===== config.mk =====
export PLATFORM = sky130hd
export DESIGN_NAME = rifl_rx_frame_commit
export DESIGN_NICKNAME = d
export VERILOG_FILES = /design/src/rtl/rifl_rx_frame_commit.sv
export SDC_FILE = /design/constraint.sdc
export NUM_CORES = 1
export LEC_CHECK = 0
export CAP_MARGIN = 20
export CORE_MARGIN = 2
export CORE_UTILIZATION = 50
export CTS_BUF_LIST = sky130_fd_sc_hd__clkbuf_2 sky130_fd_sc_hd__clkbuf_4 sky130_fd_sc_hd__clkbuf_8
export DETAILED_ROUTE_END_ITERATION = 7
export GPL_TIMING_DRIVEN = 0
export PLACE_DENSITY = 0.7
export SLEW_MARGIN = 5
export SYNTH_ARGS = -nofsm -noshare
export SYNTH_HDL_FRONTEND = slang
export SYNTH_SLANG_ARGS = --single-unit

===== constraint.sdc =====
create_clock -name clk -period 23.3 [get_ports clk]
set_input_delay 4.66 -clock clk [delete_from_list [all_inputs] [get_ports clk]]
set_output_delay 4.66 -clock clk [all_outputs]
set_load 0.01 [all_outputs]

===== src/rtl/rifl_rx_frame_commit.sv =====
// rifl_rx_frame_commit: assembles RX frames, strips header/CRC and queues good data payloads in a FIFO
module rifl_rx_frame_commit #(
  parameter int FRAME_WIDTH = 256,
  parameter int DWIDTH      = 64,
  parameter int CRC_WIDTH   = 12,
  parameter int DEPTH       = 4,
  parameter int CNT_W       = 16
) (
  input  logic                              clk,
  input  logic                              rst_n,
  input  logic                              rx_up,
  input  logic                              in_valid,
  input  logic                              in_sof,
  input  logic [DWIDTH-1:0]                 in_data,
  input  logic                              crc_good,
  input  logic                              isdata,
  output logic                              m_valid,
  input  logic                              m_ready,
  output logic [FRAME_WIDTH-3-CRC_WIDTH:0]  m_data,
  output logic [$clog2(DEPTH):0]            fifo_level,
  output logic                              overflow,
  output logic [CNT_W-1:0]                  drop_cnt
);
  localparam int N  = FRAME_WIDTH / DWIDTH;
  localparam int CW = N > 1 ? $clog2(N) : 1;
  localparam int AW = $clog2(DEPTH);
  localparam int PW = FRAME_WIDTH - 2 - CRC_WIDTH;
  localparam logic [0:0] IDLE    = 1'b0;
  localparam logic [0:0] COLLECT = 1'b1;
  localparam logic [CW-1:0] LAST = CW'(N - 1);
  localparam logic [AW:0] FULL_LVL = DEPTH[AW:0];
  logic [0:0] state;
  logic [CW-1:0] cnt;
  logic [FRAME_WIDTH-1:0] fbuf, frame;
  logic start, restart, abort, last, commit, pop, push, drop;
  logic [PW-1:0] mem [DEPTH];
  logic [AW-1:0] wp, rp;
  // frame-level decisions; the last beat is always the bottom slice, so the full frame is fbuf with in_data overlaid there
  always_comb begin
    start   = state == IDLE && in_valid && in_sof && rx_up;
    abort   = state == COLLECT && !rx_up;
    restart = state == COLLECT && rx_up && in_valid && in_sof;
    last    = N == 1 ? start : state == COLLECT && rx_up && in_valid && !in_sof && cnt == LAST;
    frame   = fbuf;
    frame[DWIDTH-1:0] = in_data;
    commit  = last && crc_good && isdata;
    pop     = m_valid && m_ready;
    push    = commit && (fifo_level != FULL_LVL || pop);
    drop    = abort || restart || (last && !crc_good) || (commit && !push);
  end
  // beat assembler: sof (re)starts at beat 0, link drop aborts
  always_ff @(posedge clk) begin
    if (!rst_n) begin
      state <= IDLE;
      cnt   <= '0;
    end else if (abort) begin
      state <= IDLE;
    end else if (start || restart) begin
      fbuf[FRAME_WIDTH-1 -: DWIDTH] <= in_data;
      cnt   <= CW'(1);
      state <= N == 1 ? IDLE : COLLECT;
    end else if (state == COLLECT && in_valid) begin
      fbuf[FRAME_WIDTH-1-int'(cnt)*DWIDTH -: DWIDTH] <= in_data;
      cnt   <= cnt + 1'b1;
      state <= cnt == LAST ? IDLE : COLLECT;
    end
  end
  // payload storage
  always_ff @(posedge clk) begin
    if (push) mem[wp] <= frame[FRAME_WIDTH-3:CRC_WIDTH];
  end
  // FIFO pointers, occupancy, sticky overflow and saturating drop counter
  always_ff @(posedge clk) begin
    if (!rst_n) begin
      wp         <= '0;
      rp         <= '0;
      fifo_level <= '0;
      overflow   <= 1'b0;
      drop_cnt   <= '0;
    end else begin
      if (push) wp <= wp + 1'b1;
      if (pop) rp <= rp + 1'b1;
      if (push != pop) fifo_level <= push ? fifo_level + 1'b1 : fifo_level - 1'b1;
      if (commit && !push) overflow <= 1'b1;
      if (drop && drop_cnt != '1) drop_cnt <= drop_cnt + 1'b1;
    end
  end
  assign m_valid = fifo_level != '0;
  assign m_data  = mem[rp];
endmodule


==> summary.md <==
| Metric | Value |
|---|---|
| Status | finished with violations |
| Failing checks | antenna violations |
| Initial antenna violation count | 20 |
| Peak fanout along the critical path | 13 |
| P&R area growth vs syn | 21.1% |
| Met3 usage | 6.41% |
| Final Hold Vio Count | 0 |
| Setup-failing EPs final | 0 |
| Nets@finish | 2498 |
| Yosys top cell by area | edfxtp_1 |
| Post-CTS Resized | 0 |
| GPL Wtd Cong | 0.824 |
| Avg Inst Size Synth | 23.3 um^2 |
| Post-synth top cells | 1158 x edfxtp_1, 242 x mux4_2, 131 x and3_1 |
| Inst Count DP | 3385 |
| Slew @ Worst Pin | 1.28 ns |
| Post-route insts no fill | 3716 |
| Mapped Nets | 1946 |
| Post-route DRC | 0 |
| Hold slack | 0.460 ns |
| VDD IR-drop max | 0.0000521 V |
| Worst stage delay on the critical path | 0.91 ns |
| Synth warn | 0 |
| Dpl ws | 14.77 ns |
| Worst EP required | 18.64 ns |
| Most common cell in the netlist | edfxtp_1 |
| Aggregate routed wire length | 106 mm |
| Initial DRC count | 1860 |
| Sequential area share after synthesis | 81.4% |
| Die H | 299 um |
| Hold_buf cts | 0 |
| GRT Resource Usage Total | 23.9% |
| Std cell rows | 108 |
| CTS tree | done |
| Share of layout cells above drive strength 1 | 23.7% |
| Most used cell, CP | clkbuf_1 |
| P per Cell Area | 90.7 nW/um^2 |
| Min Clock Period, post-route | 9.34 ns |
| Critical path's top delay family | buffers and inverters |
| Met2 Track Usage GR | 38.9% |
| Post-synth cell types | 50 |
| Async set or reset register ratio after synthesis | 0% |
| Die area | 89300 um^2 |
| Final ANT Viol Nets | 1 |
| Detailed Routing Iterations Pass 1 | 6 |
| Hold Crit Class | reg2reg |
| Data arrival, critical path | 4.68 ns |
| Max Cap Viol | 0 |
| Critical path type | reg2out |
| Reg clk slew, reported paths | 0.06 ns |
| Final worst slack | 13.96 ns |
| TritonCTS Buffers | 183 |
| Vias per std cell | 5.74 |
| Fin Clk Skew | 0.0497 ns |
| Largest net degree at the start of global routing | 53 |
| Leakage | 16.7 nW |
| EDFF count, synth | 1158 |
| Io pins | 335 |
| CP startpoint kind | register |
| Met1 Use GR | 32.2% |
| Mapped Area | 43400 um^2 |
| Via count of the first global-routing pass | 22100 |
| Slew HR | 14.9% |
| Synth top area cells | edfxtp_1 80%, mux4_2 13%, and3_1 1.9% |
| Total stage count of the critical path | 5 |
| Post-synthesis cell count | 1864 |
| Number of setup buffers added after CTS | 0 |
| Register bit total from synthesis | 1187 |
| Final TNS setup | 0 ns |
| FF-to-FF path depth | 7 |
| Busiest grt layer | met2 |
| CTS sink cnt | 1187 |
| Die X | 299 um |
| Hold Crit Depth | 0 |
| Crit path capture type | output port |
| Max Fclk | 107 MHz |
| Area of the core | 86500 um^2 |
| Worst-Skew Late Latency | 0.86 ns |
| First-pass GRT wire length | 152 mm |
| Post-synth top flop | edfxtp_1 |
| Initial Utilization | 50.2% |
| Via count | 21300 |
| Htree depth | 4 |
| Slew Limit Fails | 0 |
| Avg WL per Cell | 28.5 um |
| RSZ-0062 raised after global routing | false |
| Top-area cell type share of the netlist area | 80.0% |
| Final Cycle Share | 40.1% |
| Deepest clock path buffer count | 3 |
| Post-DP HPWL | 67.0 mm |
| CP max-delay cell | clkbuf_1 |
| Port bufs | 334 |
| GR Overflow Total | 0 |
| Root buf cell | clkbuf_8 |
| CP Cell Sequence | clkbuf_1 > clkbuf_1 > buf_2 > mux4_2 > clkdlybuf4s50_1 |
| Worst path bufs/invs | 4 |
[cell families (layout without fill, tap and decap cells)]
logic type,after synthesis,count (layout),share of synthesized area (%)
AO/OA/AOI/OAI,30,30,0.570
XOR/XNOR,12,12,0.242
adder cells (fa/ha/maj),10,10,0.305
buffers and inverters,102,790,0.979
flip-flops,1187,1187,81.4
multiplexers,248,248,12.7
other,0,9,0
AND/OR/NAND/NOR,275,275,3.84
[cell type report]
type                       count  area [um^2]
fill                        6000        33900
multi-input combinational    575         7690
clock inverter                71          524
buffer                        92          390
sequential                  1187        35400
tap                         1155         1450
inverter                      10         37.5
antenna                        9         22.5
timing repair buffer         367         4120
clock buffer                 250         3030
[stage by stage]
step	util, %	area (um^2)	power, mW
floorplan	-	43400	2.78
global placement	55.8	48200	3.14
detailed placement	56.7	49000	3.15
CTS	60.8	52600	4.82
global route	60.8	52600	4.94
finish	60.8	52600	4.77
[path summary, 6_finish.rpt]
path | slack (ns) | from | to
min | 0.46 | fbuf[193] | mem[0][181]
max | 13.96 | register | m_data[148]
max reg2reg | 19.86 | cnt[1] | mem[3][111]
min reg2reg | 0.46 | fbuf[193] | mem[0][181]
[metal layers]
layer | vias up | routed length [um]
met5 | - | 21
met4 | 4 | 2110
met3 | 143 | 9440
met2 | 1005 | 52800
met1 | 11300 | 41500
li1 | 8931 | -
[state kept, by name, summed over array words and instances (netlist names), named ones only]
name        count
fifo_level      3
fbuf          190
cnt             2
rp              2
drop_cnt       16
wp              2
overflow        1
mem           968
state           1
[where the power goes]
group | total, mW | switching [mW] | internal [mW] | leakage, nW
combinational | 0.758 | 0.355 | 0.402 | 4.38
clock | 1.68 | 0.796 | 0.885 | 1.87
sequential | 2.33 | 0.00818 | 2.33 | 10.4
total | 4.77 | 1.16 | 3.61 | 16.7
[cell usage in the layout, fill, tap and decap left out, types with 9 or more instances in the layout]
cell type,count
clkinv_1,40
clkbuf_8,185
clkinv_2,12
clkbuf_1,54
clkbuf_4,65
buf_1,10
and3_1,129
buf_16,22
diode_2,9
a21oi_1,10
nand2_1,18
mux4_2,242
xnor2_1,10
dfxtp_1,29
and2_1,63
buf_2,25
ha_1,9
nor2_1,23
clkdlybuf4s50_1,334
inv_1,10
edfxtp_1,1158
(Power assumes the default switching activity.)
